### config.mk
export PLATFORM = sky130hd
export DESIGN_NAME = sign_extend_pipe
export DESIGN_NICKNAME = d
export VERILOG_FILES = /design/src/rtl/sign_extend_pipe.sv
export SDC_FILE = /design/constraint.sdc
export NUM_CORES = 1
export LEC_CHECK = 0
export CORE_UTILIZATION = 52
export CTS_CLUSTER_SIZE = 24
export DETAILED_ROUTE_END_ITERATION = 10
export PLACE_DENSITY = 0.86
export SYNTH_ARGS = -nofsm -noshare
export SYNTH_HDL_FRONTEND = slang
export SYNTH_SLANG_ARGS = --single-unit
### constraint.sdc
create_clock -name clk -period 3 [get_ports clk]
set_clock_uncertainty 0.05 [all_clocks]
set_input_delay 0.3 -clock clk [delete_from_list [all_inputs] [get_ports clk]]
set_output_delay 0.3 -clock clk [all_outputs]
set_load 0.02 [all_outputs]
### src/rtl/sign_extend_pipe.sv
// sign_extend_pipe: decodes an instruction's format, extends its immediate, and carries it through a ready/valid register pipeline.
module sign_extend_pipe #(
    parameter int WORD         = 64,
    parameter int INST_SIZE    = 32,
    parameter int STAGES       = 2,
    parameter int SHIFT_BRANCH = 0
) (
    input  logic                 clk,
    input  logic                 rst_n,
    input  logic                 flush,
    input  logic                 in_valid,
    output logic                 in_ready,
    input  logic [INST_SIZE-1:0] inst,
    output logic                 out_valid,
    input  logic                 out_ready,
    output logic [WORD-1:0]      ex_data,
    output logic [2:0]           fmt
);
    logic is_b, is_cb, is_d, is_i;
    logic [WORD-1:0] b_ext, cb_ext, d_ext, dec_data;
    logic [2:0] dec_fmt;

    assign is_b  = inst[31:26] == 6'b000101 || inst[31:26] == 6'b100101;
    assign is_cb = inst[31:24] == 8'hB4 || inst[31:24] == 8'hB5 || inst[31:24] == 8'h54;
    assign is_d  = inst[31:21] == 11'h7C2 || inst[31:21] == 11'h7C0;
    assign is_i  = inst[31:22] == 10'h244 || inst[31:22] == 10'h344;

    // Branch offsets optionally become byte offsets; the shift drops bits past WORD.
    assign b_ext  = WORD'($signed(inst[25:0])) << (SHIFT_BRANCH != 0 ? 2 : 0);
    assign cb_ext = WORD'($signed(inst[23:5])) << (SHIFT_BRANCH != 0 ? 2 : 0);
    assign d_ext  = WORD'($signed(inst[20:12]));

    assign dec_data = is_b ? b_ext : is_cb ? cb_ext : is_d ? d_ext :
                      is_i ? WORD'(inst[21:10]) : WORD'(inst);
    assign dec_fmt  = is_b ? 3'd4 : is_cb ? 3'd3 : is_d ? 3'd2 : is_i ? 3'd1 : 3'd0;

    logic [STAGES-1:0] v_q, v_d, up_v, rdy;
    logic [WORD-1:0]   d_q [STAGES];
    logic [WORD-1:0]   d_d [STAGES];
    logic [WORD-1:0]   up_d [STAGES];
    logic [2:0]        f_q [STAGES];
    logic [2:0]        f_d [STAGES];
    logic [2:0]        up_f [STAGES];
    logic              acc;

    // rdy[i]: stage i may load, i.e. it is empty or everything downstream moves.
    always_comb begin
        acc  = out_ready;
        rdy  = '0;
        up_v = '0;
        up_d = '{default: '0};
        up_f = '{default: '0};
        for (int i = STAGES - 1; i >= 0; i--) begin
            acc    = acc | ~v_q[i];
            rdy[i] = acc;
        end
        up_v[0] = in_valid & ~flush;
        up_d[0] = dec_data;
        up_f[0] = dec_fmt;
        for (int i = 1; i < STAGES; i++) begin
            up_v[i] = v_q[i-1];
            up_d[i] = d_q[i-1];
            up_f[i] = f_q[i-1];
        end
        v_d = v_q;
        d_d = d_q;
        f_d = f_q;
        for (int i = 0; i < STAGES; i++) begin
            if (rdy[i]) v_d[i] = up_v[i];
            if (rdy[i] && up_v[i]) begin
                d_d[i] = up_d[i];
                f_d[i] = up_f[i];
            end
        end
        if (flush) v_d = '0;
    end

    always_ff @(posedge clk or negedge rst_n) begin
        if (!rst_n) begin
            v_q <= '0;
            for (int i = 0; i < STAGES; i++) begin
                d_q[i] <= '0;
                f_q[i] <= '0;
            end
        end else begin
            v_q <= v_d;
            d_q <= d_d;
            f_q <= f_d;
        end
    end

    assign in_ready  = rdy[0] & ~flush;
    assign out_valid = v_q[STAGES-1];
    assign ex_data   = d_q[STAGES-1];
    assign fmt       = f_q[STAGES-1];
endmodule

# == Word-level counts from Yosys, hierarchy flattened ==
# Cells that the tools add are included.
# totals
ff_bits,136
wordCells,42
# op_classes
eq_ne,9
mux,11
bitwise,7
reduce_logical,9
# ops
operator,n
2-to-1 mux 64 bit,3
2-to-1 mux 32 bit,1
"equality test 11 bit, second input constant",2
"equality test 10 bit, second input constant",2
"equality test 8 bit, second input constant",2
"equality test 8 x 7 -> 1 bit, second input constant",1
"equality test 6 x 3 -> 1 bit, second input constant",1
"equality test 6 bit, second input constant",1
2-to-1 mux 2 bit,3
logical OR 1 bit,5
nonzero test 2 bit,2
2-to-1 mux 1 bit,3
2-to-1 mux 3 bit,1
inverter 1 bit,3
bitwise AND 1 bit,2
logical AND 1 bit,2
OR 1 bit,2

# == Longest topological paths before layout ==
# logic_depth
depth_word,6
mapped_depth,7
ltp_nobuf,5

# == Worst setup path before layout ==
# OpenSTA, ideal clock, no wires.
# synth_timing
kind,in2reg
start,input inst[29]
end,register d_q[64] in the netlist's numbering
t_arrival_ns,1.864
required_ns,2.824
path_slack_ns,0.960
path_stages,6
path_buffers,1
path_cell_list,or4b_4 -> a211oi_4 -> nor2_2 -> and2_4 -> buf_6 -> a221o_1
# synth_between
elab_chain_len,6
# synth_lines
item,line,rtl
"start, declared",13,"input logic [INST_SIZE-1:0] inst,"
equality test 10 bit,26,assign is_i = inst[31:22] == 10'h244 || inst[31:22] == 10'h344;
logical OR 1 bit,26,
2-to-1 mux 32 bit,34,is_i ? WORD'(inst[21:10]) : WORD'(inst);
2-to-1 mux 64 bit (2 in a row),33,assign dec_data = is_b ? b_ext : is_cb ? cb_ext : is_d ? d_ext :
2-to-1 mux 64 bit (*),33,
"end signal, assigned by index",82,d_q[i] <= '0;
"end signal, assigned",87,d_q <= d_d;
"end, declared",38,logic [WORD-1:0] d_q [STAGES];
# Every way passes the cells marked *; elsewhere a longest branch is shown, timed or not.
# A chain may end at the register's enable or synchronous reset.

# == Worst setup path after layout ==
# layout_timing
start,input inst[31]
end,register d_q[95] in the netlist's numbering
# The elaborated chain is that of the path after synthesis.

==> metrics.txt <==
# TYPE chip_impl_metric gauge
chip_impl_metric{name="core_outline_area",unit="sq um"} 6940
chip_impl_metric{name="power.share.clock",unit="%"} 29.7
chip_impl_metric{name="synthDominantCellAreaShare",unit="%"} 48.7
chip_impl_metric{name="final_area",unit="sq um"} 4690
chip_impl_metric{name="seq_power_share",unit="%"} 44.6
chip_impl_metric{name="grt-ovfl-total",unit=""} 0
chip_impl_metric{name="n_antenna_cell",unit=""} 0
chip_impl_metric{name="ctsLongestPathBuffers",unit=""} 2
chip_impl_metric{name="placement_rows",unit=""} 30
chip_impl_metric{name="track_usage",unit="%"} 22.8
chip_impl_info{name="reg2reg_to",value="d_q[71]"} 1
chip_impl_metric{name="mappedNetlistArea",unit="sq um"} 3800
chip_impl_metric{name="synth_cell_types",unit=""} 44
chip_impl_metric{name="h-tree-depth",unit=""} 3
chip_impl_metric{name="layout_setup_ws",unit="ns"} 0.633
chip_impl_metric{name="syn-mean-instance-area",unit="sq um"} 10.7
chip_impl_info{name="synth.top_cells.by_area",value="dfrtp_1 (49%), buf_4 (13%), mux2_2 (11%)"} 1
chip_impl_metric{name="cts.repair.resized",unit=""} 0
chip_impl_metric{name="max-slew-margin-rel",unit="%"} 40.2
chip_impl_metric{name="detail_route.wl_per_cell",unit="um"} 16.6
chip_impl_info{name="setup.worst_path.start_class",value="primary input"} 1
chip_impl_info{name="post_synth_most_frequent_cells",value="dfrtp_1 (74), buf_4 (67), mux2_2 (37)"} 1
chip_impl_metric{name="number_of_global_route_vias_before_repair",unit=""} 2686
chip_impl_metric{name="placed_cells",unit=""} 480
chip_impl_metric{name="grt_start_max_net_pins",unit=""} 75
chip_impl_metric{name="worst-endpoint-required",unit="ns"} 3.22
chip_impl_metric{name="max_slew.worst_pin.slew",unit="ns"} 0.897
chip_impl_metric{name="syn-num-nets",unit=""} 392
chip_impl_metric{name="dp_worst_setup_slack",unit="ns"} 0.321
chip_impl_info{name="clk_root_buffer_cell",value="clkbuf_8"} 1
chip_impl_metric{name="fill_cells",unit=""} 558
chip_impl_metric{name="die_height",unit="um"} 87.5
chip_impl_metric{name="area_growth_syn_to_layout",unit="%"} 23.3
chip_impl_metric{name="postCtsSetupRepairBufs",unit=""} 0
chip_impl_metric{name="clock_latency",unit="ns"} 0.35
chip_impl_info{name="cts_tree",value="done"} 1
chip_impl_metric{name="die-area",unit="sq um"} 7660
chip_impl_metric{name="detail_route.drc_violations",unit=""} 0
chip_impl_metric{name="postRouteAntennaNets",unit=""} 0
chip_impl_metric{name="min_period",unit="ns"} 2.37
chip_impl_metric{name="final_min_period_over_clock_period",unit="%"} 78.9
chip_impl_metric{name="power.ir.vdd_worst",unit="uV"} 433
chip_impl_metric{name="power_leakage",unit="nW"} 1.88
chip_impl_info{name="synthMostInstantiatedCell",value="dfrtp_1"} 1
chip_impl_metric{name="drt_pass1_iterations",unit=""} 8
chip_impl_metric{name="initial_core_util",unit="%"} 54.8
chip_impl_metric{name="power_per_cell_area",unit="nW/um^2"} 603
chip_impl_info{name="synth_ff_type",value="dfrtp_1"} 1
chip_impl_metric{name="place_area",unit="sq um"} 4470
chip_impl_info{name="worst-setup-path-type",value="primary input to flip-flop"} 1
chip_impl_metric{name="reg2reg_setup_slack",unit="ns"} 0.86
chip_impl_metric{name="post_layout_nonfiller_instances",unit=""} 496
chip_impl_metric{name="numCtsBuffers",unit=""} 9
chip_impl_metric{name="yosysWarningCount",unit=""} 0
chip_impl_metric{name="synth-edff-count",unit=""} 0
chip_impl_metric{name="drt-initial-drc-count",unit=""} 269
chip_impl_metric{name="dpl.hpwl",unit="um"} 5770
chip_impl_info{name="hp-class",value="primary input to asynchronous set/reset pin"} 1
chip_impl_metric{name="setup_viol",unit=""} 0
chip_impl_metric{name="fin_hold_ws",unit="ns"} 0.0977
chip_impl_metric{name="hold_viol_final",unit=""} 0
chip_impl_metric{name="antenna_found_initial",unit=""} 0
chip_impl_metric{name="final-max-slew-violation-count",unit=""} 0
chip_impl_metric{name="cts_sinks",unit=""} 74
chip_impl_info{name="rsz0062_at_grt",value="no"} 1
chip_impl_metric{name="fin_tns_setup",unit="ns"} 0
chip_impl_metric{name="vias_per_cell",unit=""} 5.76
chip_impl_metric{name="detailroute.via_count",unit=""} 2859
chip_impl_metric{name="ys_ff_latch",unit=""} 74
chip_impl_metric{name="global_placement_routability_congestion",unit=""} 0.912
chip_impl_metric{name="share_of_the_yosys_chip_area_belonging_to_registers",unit="%"} 48.7
chip_impl_metric{name="worst_setup_hold_path_clk_slew",unit="ns"} 0.08
chip_impl_metric{name="nets",unit=""} 432
chip_impl_metric{name="reg2reg_depth",unit=""} 5
chip_impl_info{name="yosys.area.top_type",value="dfrtp_1"} 1
chip_impl_metric{name="fmax",unit="MHz"} 422
chip_impl_info{name="crit_path_end_kind",value="flip-flop"} 1
chip_impl_metric{name="routed_wirelength",unit="um"} 8240
chip_impl_metric{name="drive_above_1_share",unit="%"} 18.3
chip_impl_metric{name="synthesis.instances",unit=""} 355
chip_impl_metric{name="postSynth.asyncResetShare",unit="%"} 100
chip_impl_info{name="outcome",value="finished clean"} 1
chip_impl_metric{name="drv.max_cap_violation_count",unit=""} 0
chip_impl_metric{name="swShare",unit="%"} 28.8
chip_impl_metric{name="crit_arrival",unit="ns"} 2.59
chip_impl_metric{name="io_buffers",unit=""} 105
chip_impl_metric{name="boundaryPins",unit=""} 106
chip_impl_metric{name="multiInputGateArea",unit="sq um"} 1370
chip_impl_metric{name="net-switching-power",unit="uW"} 815
chip_impl_metric{name="p_int",unit="mW"} 2.01
chip_impl_metric{name="holdBufCountCts",unit=""} 0
chip_impl_info{name="worst_r2r_startpoint",value="v_q[0]"} 1
chip_impl_metric{name="area.sequential",unit="sq um"} 1850
chip_impl_metric{name="die_w",unit="um"} 87.5
chip_impl_metric{name="p_comb_share",unit="%"} 25.7
chip_impl_metric{name="grt_pass1_wl",unit="um"} 13200
chip_impl_metric{name="highest_net_fanout_along_the_worst_path",unit=""} 9
-- power groups by stage --
stage | Combinational (mW) | Sequential [mW] | Clock [mW]
global route | 0.774 | 1.28 | 0.901
CTS | 0.733 | 1.26 | 0.857
floorplan | 0.541 | 1.25 | 0
finish | 0.727 | 1.26 | 0.840
detailed placement | 0.728 | 1.28 | 0
global placement | 0.716 | 1.27 | 0
-- sequential cells by signal, summed over array words and instances, names as in the netlist --
register,count
f_q,3
ex_data,33
fmt,3
v_q,2
d_q,33
-- worst max-delay path, stage by stage --
cell and delay, ns:
clkdlybuf4s50_1 0.58, or4b_1 0.50, or4_1 0.71, o21ai_4 0.20, a21oi_2 0.12, a31oi_1 0.17
-- worst max-delay path by stage --
| stage | cells past startpoint | slack, ns | start | endpoint |
|---|---|---|---|---|
| after floorplan | 6 | 0.96 | inst[29] | d_q[64] |
| after global placement | 6 | 0.39 | inst[31] | d_q[95] |
| after detailed placement | 6 | 0.32 | inst[31] | d_q[95] |
| after CTS | 6 | 0.67 | inst[31] | d_q[95] |
| after global routing | 1 | 0.57 | ex_data[62] | ex_data[63] |
| final | 6 | 0.63 | inst[31] | d_q[95] |
-- placed cells by master (no fill, tap or decap), drive strengths merged, types with 3 or more instances in the layout --
cell           count
clkinv             3
inv                4
a31oi              9
a21oi             21
nand2             24
nor2              27
a32oi              5
clkbuf             9
buf               10
a22oi              8
o221ai             3
mux2              37
o21ai             15
a221o              7
a41oi              5
nand3              5
clkdlybuf4s50    104
dfrtp             74
-- kinds of logic (layout without fill, tap and decap cells) --
logic type	after synthesis	after routing	share of synthesized area, %
buffers and inverters	89	134	15.7
AO/OA/AOI/OAI	78	78	14.6
AND/OR/NAND/NOR	77	77	10.1
flip-flops	74	74	48.7
multiplexers	37	37	11.0
-- area by class of cell --
class                           count  area share (%)
Inverter                            4           0.320
Multi-Input combinational cell    192            29.2
Clock buffer                        9            2.64
Tap cell                           96            2.56
Timing Repair Buffer              114            23.7
Sequential cell                    74            39.5
Clock inverter                      7            2.00
-- metrics by stage --
step,power [mW],util (%)
global placement,1.99,64.4
CTS,2.85,67.5
global route,2.96,67.5
detailed placement,2.01,64.4
finish,2.83,67.5
floorplan,1.79,-
-- layer usage --
| metal | part of all wire (%) | up-vias | GRT usage, % |
|---|---|---|---|
| li1 | - | 1286 | - |
| met1 | 41 | 1359 | 30.1 |
| met2 | 48 | 186 | 35.7 |
| met3 | 8.2 | 28 | 4.83 |
| met4 | 2.6 | 0 | 11.8 |
| met5 | 0 | - | 0 |
No activity file was read; power rests on OpenSTA's default activity.
